--- config.mk ---
export PLATFORM = sky130hd
export DESIGN_NAME = mapped_uart_tx
export DESIGN_NICKNAME = d
export VERILOG_FILES = /design/src/rtl/mapped_uart_tx.sv
export SDC_FILE = /design/constraint.sdc
export NUM_CORES = 1
export LEC_CHECK = 0
export ABC_AREA = 1
export CAP_MARGIN = 10
export CORE_UTILIZATION = 35
export CTS_CLUSTER_SIZE = 28
export DETAILED_ROUTE_END_ITERATION = 8
export SYNTH_ARGS = -nofsm -noshare
export SYNTH_HDL_FRONTEND = slang
export SYNTH_SLANG_ARGS = --single-unit
--- constraint.sdc ---
create_clock -name clk -period 3.2 [get_ports clk]
set_input_delay 0.32 -clock clk [delete_from_list [all_inputs] [get_ports clk]]
set_output_delay 0.32 -clock clk [all_outputs]
set_load 0.01 [all_outputs]
--- src/rtl/mapped_uart_tx.sv ---
// Memory-mapped UART transmitter: TX FIFO, programmable baud divisor and an 8N1 serialiser.
// Define UART_TX_PARITY_EN to add an even-parity bit (8E1) and set the STATUS capability flag.
module mapped_uart_tx #(
    parameter int FIFO_DEPTH   = 8,
    parameter int CLKS_PER_BIT = 16
) (
    input  logic        clk,
    input  logic        reset,
    input  logic        memread,
    input  logic        memwrite,
    input  logic [15:0] addr,
    input  logic [7:0]  writedata,
    output logic [7:0]  memdata,
    output logic        tx
);

    localparam int AW = $clog2(FIFO_DEPTH);

`ifdef UART_TX_PARITY_EN
    localparam logic PARITY_CAP = 1'b1;
`else
    localparam logic PARITY_CAP = 1'b0;
`endif

    typedef enum logic [2:0] {
        S_IDLE,
        S_START,
        S_DATA,
        S_PARITY,
        S_STOP
    } state_t;

    state_t      state_q, state_d;
    logic [15:0] cnt_q, cnt_d;
    logic [15:0] div_lat_q, div_lat_d;
    logic [2:0]  bit_q, bit_d;
    logic [7:0]  shift_q, shift_d;
    logic        par_q, par_d;
    logic        tx_q, tx_d;

    logic [7:0]  fifo_mem [FIFO_DEPTH];
    logic [AW:0] wr_ptr_q, wr_ptr_d;
    logic [AW:0] rd_ptr_q, rd_ptr_d;
    logic        ovr_q, ovr_d;
    logic [15:0] divisor_q, divisor_d;
    logic [7:0]  memdata_q, memdata_d;

    logic        fifo_empty, fifo_full;
    logic        push_req, push, pop;
    logic        bit_done, busy;
    logic [15:0] div_eff;
    logic [7:0]  head;
    logic [7:0]  rdata;
    logic        unused_addr_bits;

    assign unused_addr_bits = ^addr[15:2];

    // Extra pointer MSB distinguishes full from empty when the index bits match.
    assign fifo_empty = (wr_ptr_q == rd_ptr_q);
    assign fifo_full  = (wr_ptr_q[AW] != rd_ptr_q[AW]) &&
                        (wr_ptr_q[AW-1:0] == rd_ptr_q[AW-1:0]);
    assign head       = fifo_mem[rd_ptr_q[AW-1:0]];

    assign push_req = memwrite && (addr[1:0] == 2'd0);
    assign push     = push_req && (!fifo_full || pop);
    assign div_eff  = (divisor_q == 16'd0) ? 16'd1 : divisor_q;
    assign bit_done = (cnt_q == div_lat_q - 16'd1);
    assign busy     = (state_q != S_IDLE);

    always_comb begin
        state_d   = state_q;
        cnt_d     = cnt_q;
        div_lat_d = div_lat_q;
        bit_d     = bit_q;
        shift_d   = shift_q;
        par_d     = par_q;
        pop       = 1'b0;

        if (state_q != S_IDLE) begin
            cnt_d = bit_done ? 16'd0 : cnt_q + 16'd1;
        end

        case (state_q)
            S_IDLE: begin
                if (!fifo_empty) begin
                    pop       = 1'b1;
                    shift_d   = head;
                    par_d     = ^head;
                    div_lat_d = div_eff;
                    cnt_d     = 16'd0;
                    state_d   = S_START;
                end
            end
            S_START: begin
                if (bit_done) begin
                    bit_d   = 3'd0;
                    state_d = S_DATA;
                end
            end
            S_DATA: begin
                if (bit_done) begin
                    if (bit_q == 3'd7) begin
`ifdef UART_TX_PARITY_EN
                        state_d = S_PARITY;
`else
                        state_d = S_STOP;
`endif
                    end else begin
                        shift_d = {1'b0, shift_q[7:1]};
                        bit_d   = bit_q + 3'd1;
                    end
                end
            end
            S_PARITY: begin
                if (bit_done) begin
                    state_d = S_STOP;
                end
            end
            S_STOP: begin
                if (bit_done) begin
                    // Chain straight into the next frame so back-to-back bytes have no idle gap.
                    if (!fifo_empty) begin
                        pop       = 1'b1;
                        shift_d   = head;
                        par_d     = ^head;
                        div_lat_d = div_eff;
                        cnt_d     = 16'd0;
                        state_d   = S_START;
                    end else begin
                        state_d = S_IDLE;
                    end
                end
            end
            default: state_d = S_IDLE;
        endcase

        case (state_d)
            S_START:  tx_d = 1'b0;
            S_DATA:   tx_d = shift_d[0];
            S_PARITY: tx_d = par_q;
            default:  tx_d = 1'b1;
        endcase
    end

    always_comb begin
        wr_ptr_d  = wr_ptr_q + (push ? (AW+1)'(1) : (AW+1)'(0));
        rd_ptr_d  = rd_ptr_q + (pop ? (AW+1)'(1) : (AW+1)'(0));
        ovr_d     = ovr_q;
        divisor_d = divisor_q;

        if (memwrite) begin
            case (addr[1:0])
                2'd1:    ovr_d = 1'b0;
                2'd2:    divisor_d[7:0]  = writedata;
                2'd3:    divisor_d[15:8] = writedata;
                default: ovr_d = ovr_q;
            endcase
        end
        if (push_req && !push) begin
            ovr_d = 1'b1;
        end

        case (addr[1:0])
            2'd1:    rdata = {PARITY_CAP, 3'b000, ovr_q, busy, fifo_empty, fifo_full};
            2'd2:    rdata = divisor_q[7:0];
            2'd3:    rdata = divisor_q[15:8];
            default: rdata = 8'h00;
        endcase
        memdata_d = memread ? rdata : memdata_q;
    end

    always_ff @(posedge clk) begin
        if (push) begin
            fifo_mem[wr_ptr_q[AW-1:0]] <= writedata;
        end
    end

    always_ff @(posedge clk or posedge reset) begin
        if (reset) begin
            state_q   <= S_IDLE;
            cnt_q     <= 16'd0;
            div_lat_q <= 16'd1;
            bit_q     <= 3'd0;
            shift_q   <= 8'h00;
            par_q     <= 1'b0;
            tx_q      <= 1'b1;
            wr_ptr_q  <= '0;
            rd_ptr_q  <= '0;
            ovr_q     <= 1'b0;
            divisor_q <= 16'(CLKS_PER_BIT);
            memdata_q <= 8'h00;
        end else begin
            state_q   <= state_d;
            cnt_q     <= cnt_d;
            div_lat_q <= div_lat_d;
            bit_q     <= bit_d;
            shift_q   <= shift_d;
            par_q     <= par_d;
            tx_q      <= tx_d;
            wr_ptr_q  <= wr_ptr_d;
            rd_ptr_q  <= rd_ptr_d;
            ovr_q     <= ovr_d;
            divisor_q <= divisor_d;
            memdata_q <= memdata_d;
        end
    end

    assign memdata = memdata_q;
    assign tx      = tx_q;

endmodule
==> out/results.ini <==
[outcome]
status=finished, final reports clean

[global_route]
grt_usage_pct=16.25
grt_max_degree=43
antenna_found_initial=0
gr-total-overflow=0
grt_pass1_vias=5347
grt_pass1_wl_um=27190

[synth]
synth_edf_count=64
synth-seq-cells=145
syn-cell-area_mm2=0.007341
ys_warn_count=0
netlist_instances=812
async_reset_ff_share_pct=55.86
seq_area_frac_synth_pct=53.84
syn-mean-instance-area_um2=9.040
synthesis.nets=848
ys.flop_type=dfrtp_1
synthDistinctLibCells=50

[finish]
drive_gt1_share_pct=9.918
area_growth_pct=15.54
diodes=0
design_area_mm2=0.008482
final_cells=1127
n_fill_cell=2044
fin_nets=880

[place]
gp_congestion=0.8711
hpwl_um=11740
place_area_mm2=0.007903
port_buffers=22
place_inst=1095

[worst_setup_path]
critPathLaunch=div_lat_q[0]
critPathCaptureType=register
crit_path_cell_trace=inv_1 > ha_1 > nand2_1 > nor2_1 > nand2_1 > nand2_1 > nand2_1 > nand3_1 > nor3_2 > nand2_4 > nand2_8 > nand2_8 > a21boi_4 > nand2_2 > nor2_1 > buf_4
timing.rr.start=div_lat_q[0]
cp_max_fo=9
path_class=register to register
crit_path_frequent_cell=nand2_1
cp_slowest_cell=dfstp_2
startpoint_type=register
critPathArrivalTime_ps=3050
required_ps=3330
cpPeakStageDelay_ps=540

[sta]
rsz0062_at_grt=false
setup_viol=0
fin_skew_ps=9.268
max-slew-margin-rel_pct=52.64
slew_viol_final=0
period_share_pct=91.23
tns_ps=0
worst_pin_slew_ps=710.4
hold_viol_final=0
fmax_mhz=342.5
period_minus_slack_ps=2919

[hold_path]
min_path_type=input port to asynchronous set/reset pin

[clocking]
htreeDepth=4
insertion_delay_ps=430
clock_sinks=145
cts_tree=yes
post_cts_buffers=0
numCtsBuffers=17
clk_pin_slew_ps=70
cts.root.buffer_cell=clkbuf_16
post_cts_resize_count=0
cts_buffer_depth=2
ctsHoldBuffers=0

[die]
io_pins=37
core-area_mm2=0.02043
start_util_pct=35.93
rows=52
die_y_um=146.8
die_area_mm2=0.02156
die_w_um=146.8

[power_and_ir_drop]
p_leak_nw=3.581
p_total_mw=7.831
ir_drop_mv=0.4234
power.density_mw_per_mm2=923.2

[route]
vias=5514
antenna_left=0
wl_per_cell_um=14.68
post_drt_via_cell_ratio=4.893
routed_wl_um=16540
drc=0
dr.first_iter.drc_count=396
firstDrtPassIters=4

[run]
maxCapViolCount=0

## metal layers
metal	vias to the layer above	wire length, um	track usage [%]
met5	-	0	0
met4	0	218	5.156
met3	15	522	3.385
met2	95	7774	26.35
met1	2622	8027	21.71
li1	2782	-	-
## path summary, 6_finish.rpt
| path | end | slack (ps) | depth (start not counted) |
|---|---|---|---|
| setup / recovery | fifo_mem[0][5] | 280 | 16 |
| hold / removal | divisor_q[12] | 290 | 2 |
| setup reg to reg | fifo_mem[0][5] | 280 | 16 |
| hold reg to reg | divisor_q[2] | 490 | 2 |
| max in group asynchronous | tx | 2180 | 3 |
| min in group clk | divisor_q[2] | 490 | 2 |
## worst max-delay path: cells and delay by family, from the launching register on
family / cells / cell delay [ps]
compound gates: 1 / 190
fa+ha+maj: 1 / 290
flops: 1 / 540
buf+inv: 2 / 270
simple gates: 12 / 1340
## layout make-up
| type | instances | area (um^2) | share of cell area (%) |
|---|---|---|---|
| Inverter | 85 | 320.3 | 3.776 |
| Timing Repair Buffer | 37 | 345.3 | 4.071 |
| Clock inverter | 15 | 153.9 | 1.814 |
| Multi-Input combinational cell | 558 | 2947 | 34.74 |
| Tap cell | 270 | 337.8 | 3.983 |
| Clock buffer | 17 | 425.4 | 5.015 |
| Sequential cell | 145 | 3953 | 46.60 |
## metrics by stage
step / hold WS, ps / utilization, % / worst slack [ps]
2_1_floorplan: 418.9 / - / 425.7
6_report: 294.5 / 41.52 / 280.6
3_5_place_dp: 473.9 / 38.68 / 301.1
5_1_grt: 395.6 / 41.52 / 94.44
4_1_cts: 322.9 / 41.52 / 272.5
3_3_place_gp: 466.2 / 38.68 / 326.3
## layout by cell type, fill, tap and decap left out, types with 2 or more instances in the layout
cell | netlist | final
inv_8 | 0 | 5
buf_4 | 0 | 14
nand3_1 | 36 | 36
inv_1 | 80 | 79
dfstp_2 | 3 | 3
nor4_1 | 2 | 2
and2_1 | 2 | 2
nor3_2 | 2 | 2
a31oi_1 | 5 | 5
nor2_4 | 3 | 3
nor3_1 | 10 | 10
nand2_2 | 7 | 7
nand2_1 | 172 | 172
xnor2_1 | 15 | 15
clkinv_8 | 0 | 2
o22ai_1 | 11 | 11
a21oi_1 | 4 | 4
o211ai_1 | 11 | 11
o21ai_0 | 80 | 80
clkbuf_16 | 0 | 17
o221ai_1 | 5 | 5
nand2_8 | 2 | 2
ha_1 | 8 | 8
dfrtp_1 | 78 | 78
nand4_1 | 15 | 15
nand3b_1 | 5 | 5
clkdlybuf4s50_1 | 0 | 22
inv_2 | 4 | 4
xor2_1 | 23 | 23
inv_6 | 0 | 6
nor3b_1 | 2 | 2
edfxtp_1 | 64 | 64
nor2_1 | 99 | 99
nor2_2 | 5 | 5
o21ai_1 | 18 | 18
## cells by family (layout without fill, tap and decap cells)
family                     after synthesis  after routing  synth area share, %
and+or+nand+nor                        371            371                23.20
DFF                                    145            145                53.84
AOI/OAI and AO/OA                      140            140                10.89
buffers and inverters                  109            154                6.017
xor gates and xnor gates                38             38                4.534
adders and majority gates                8              8                1.364
muxes                                    1              1               0.1534
## Yosys cell counts (3+ instances only)
cell type / count / area, um^2
dfstp_2: 3 / 78.83
xor2_1: 23 / 201.4
clkbuf_1: 17 / 63.81
inv_1: 80 / 300.3
o211ai_1: 11 / 82.58
nor2_1: 99 / 371.6
inv_2: 4 / 15.01
nand3_1: 36 / 180.2
dfrtp_1: 78 / 1952
a31oi_1: 5 / 31.28
buf_6: 4 / 45.04
o21ai_1: 18 / 90.09
nand2_2: 7 / 43.79
xnor2_1: 15 / 131.4
nor3_1: 10 / 50.05
ha_1: 8 / 100.1
o22ai_1: 11 / 68.82
a21oi_1: 4 / 20.02
o21ai_0: 80 / 400.4
nor2_2: 5 / 31.28
nand3b_1: 5 / 37.54
nand2_1: 172 / 645.6
edfxtp_1: 64 / 1922
o221ai_1: 5 / 43.79
nand4_1: 15 / 93.84
nor2_4: 3 / 33.78
## registers in the layout, indices dropped and copies added, names as in the netlist, 4 cells and up
name / count
fifo_mem: 64
cnt_q: 16
div_lat_q: 16
divisor_q: 16
memdata: 8
shift_q: 8
rd_ptr_q: 4
wr_ptr_q: 4
## report_power, final
part / switching (mW) / internal (mW)
Clock: 0.892 / 1.04
Combinational: 2.04 / 1.17
Sequential: 0.392 / 2.30
Total: 3.32 / 4.51
(Power assumes the default switching activity.)
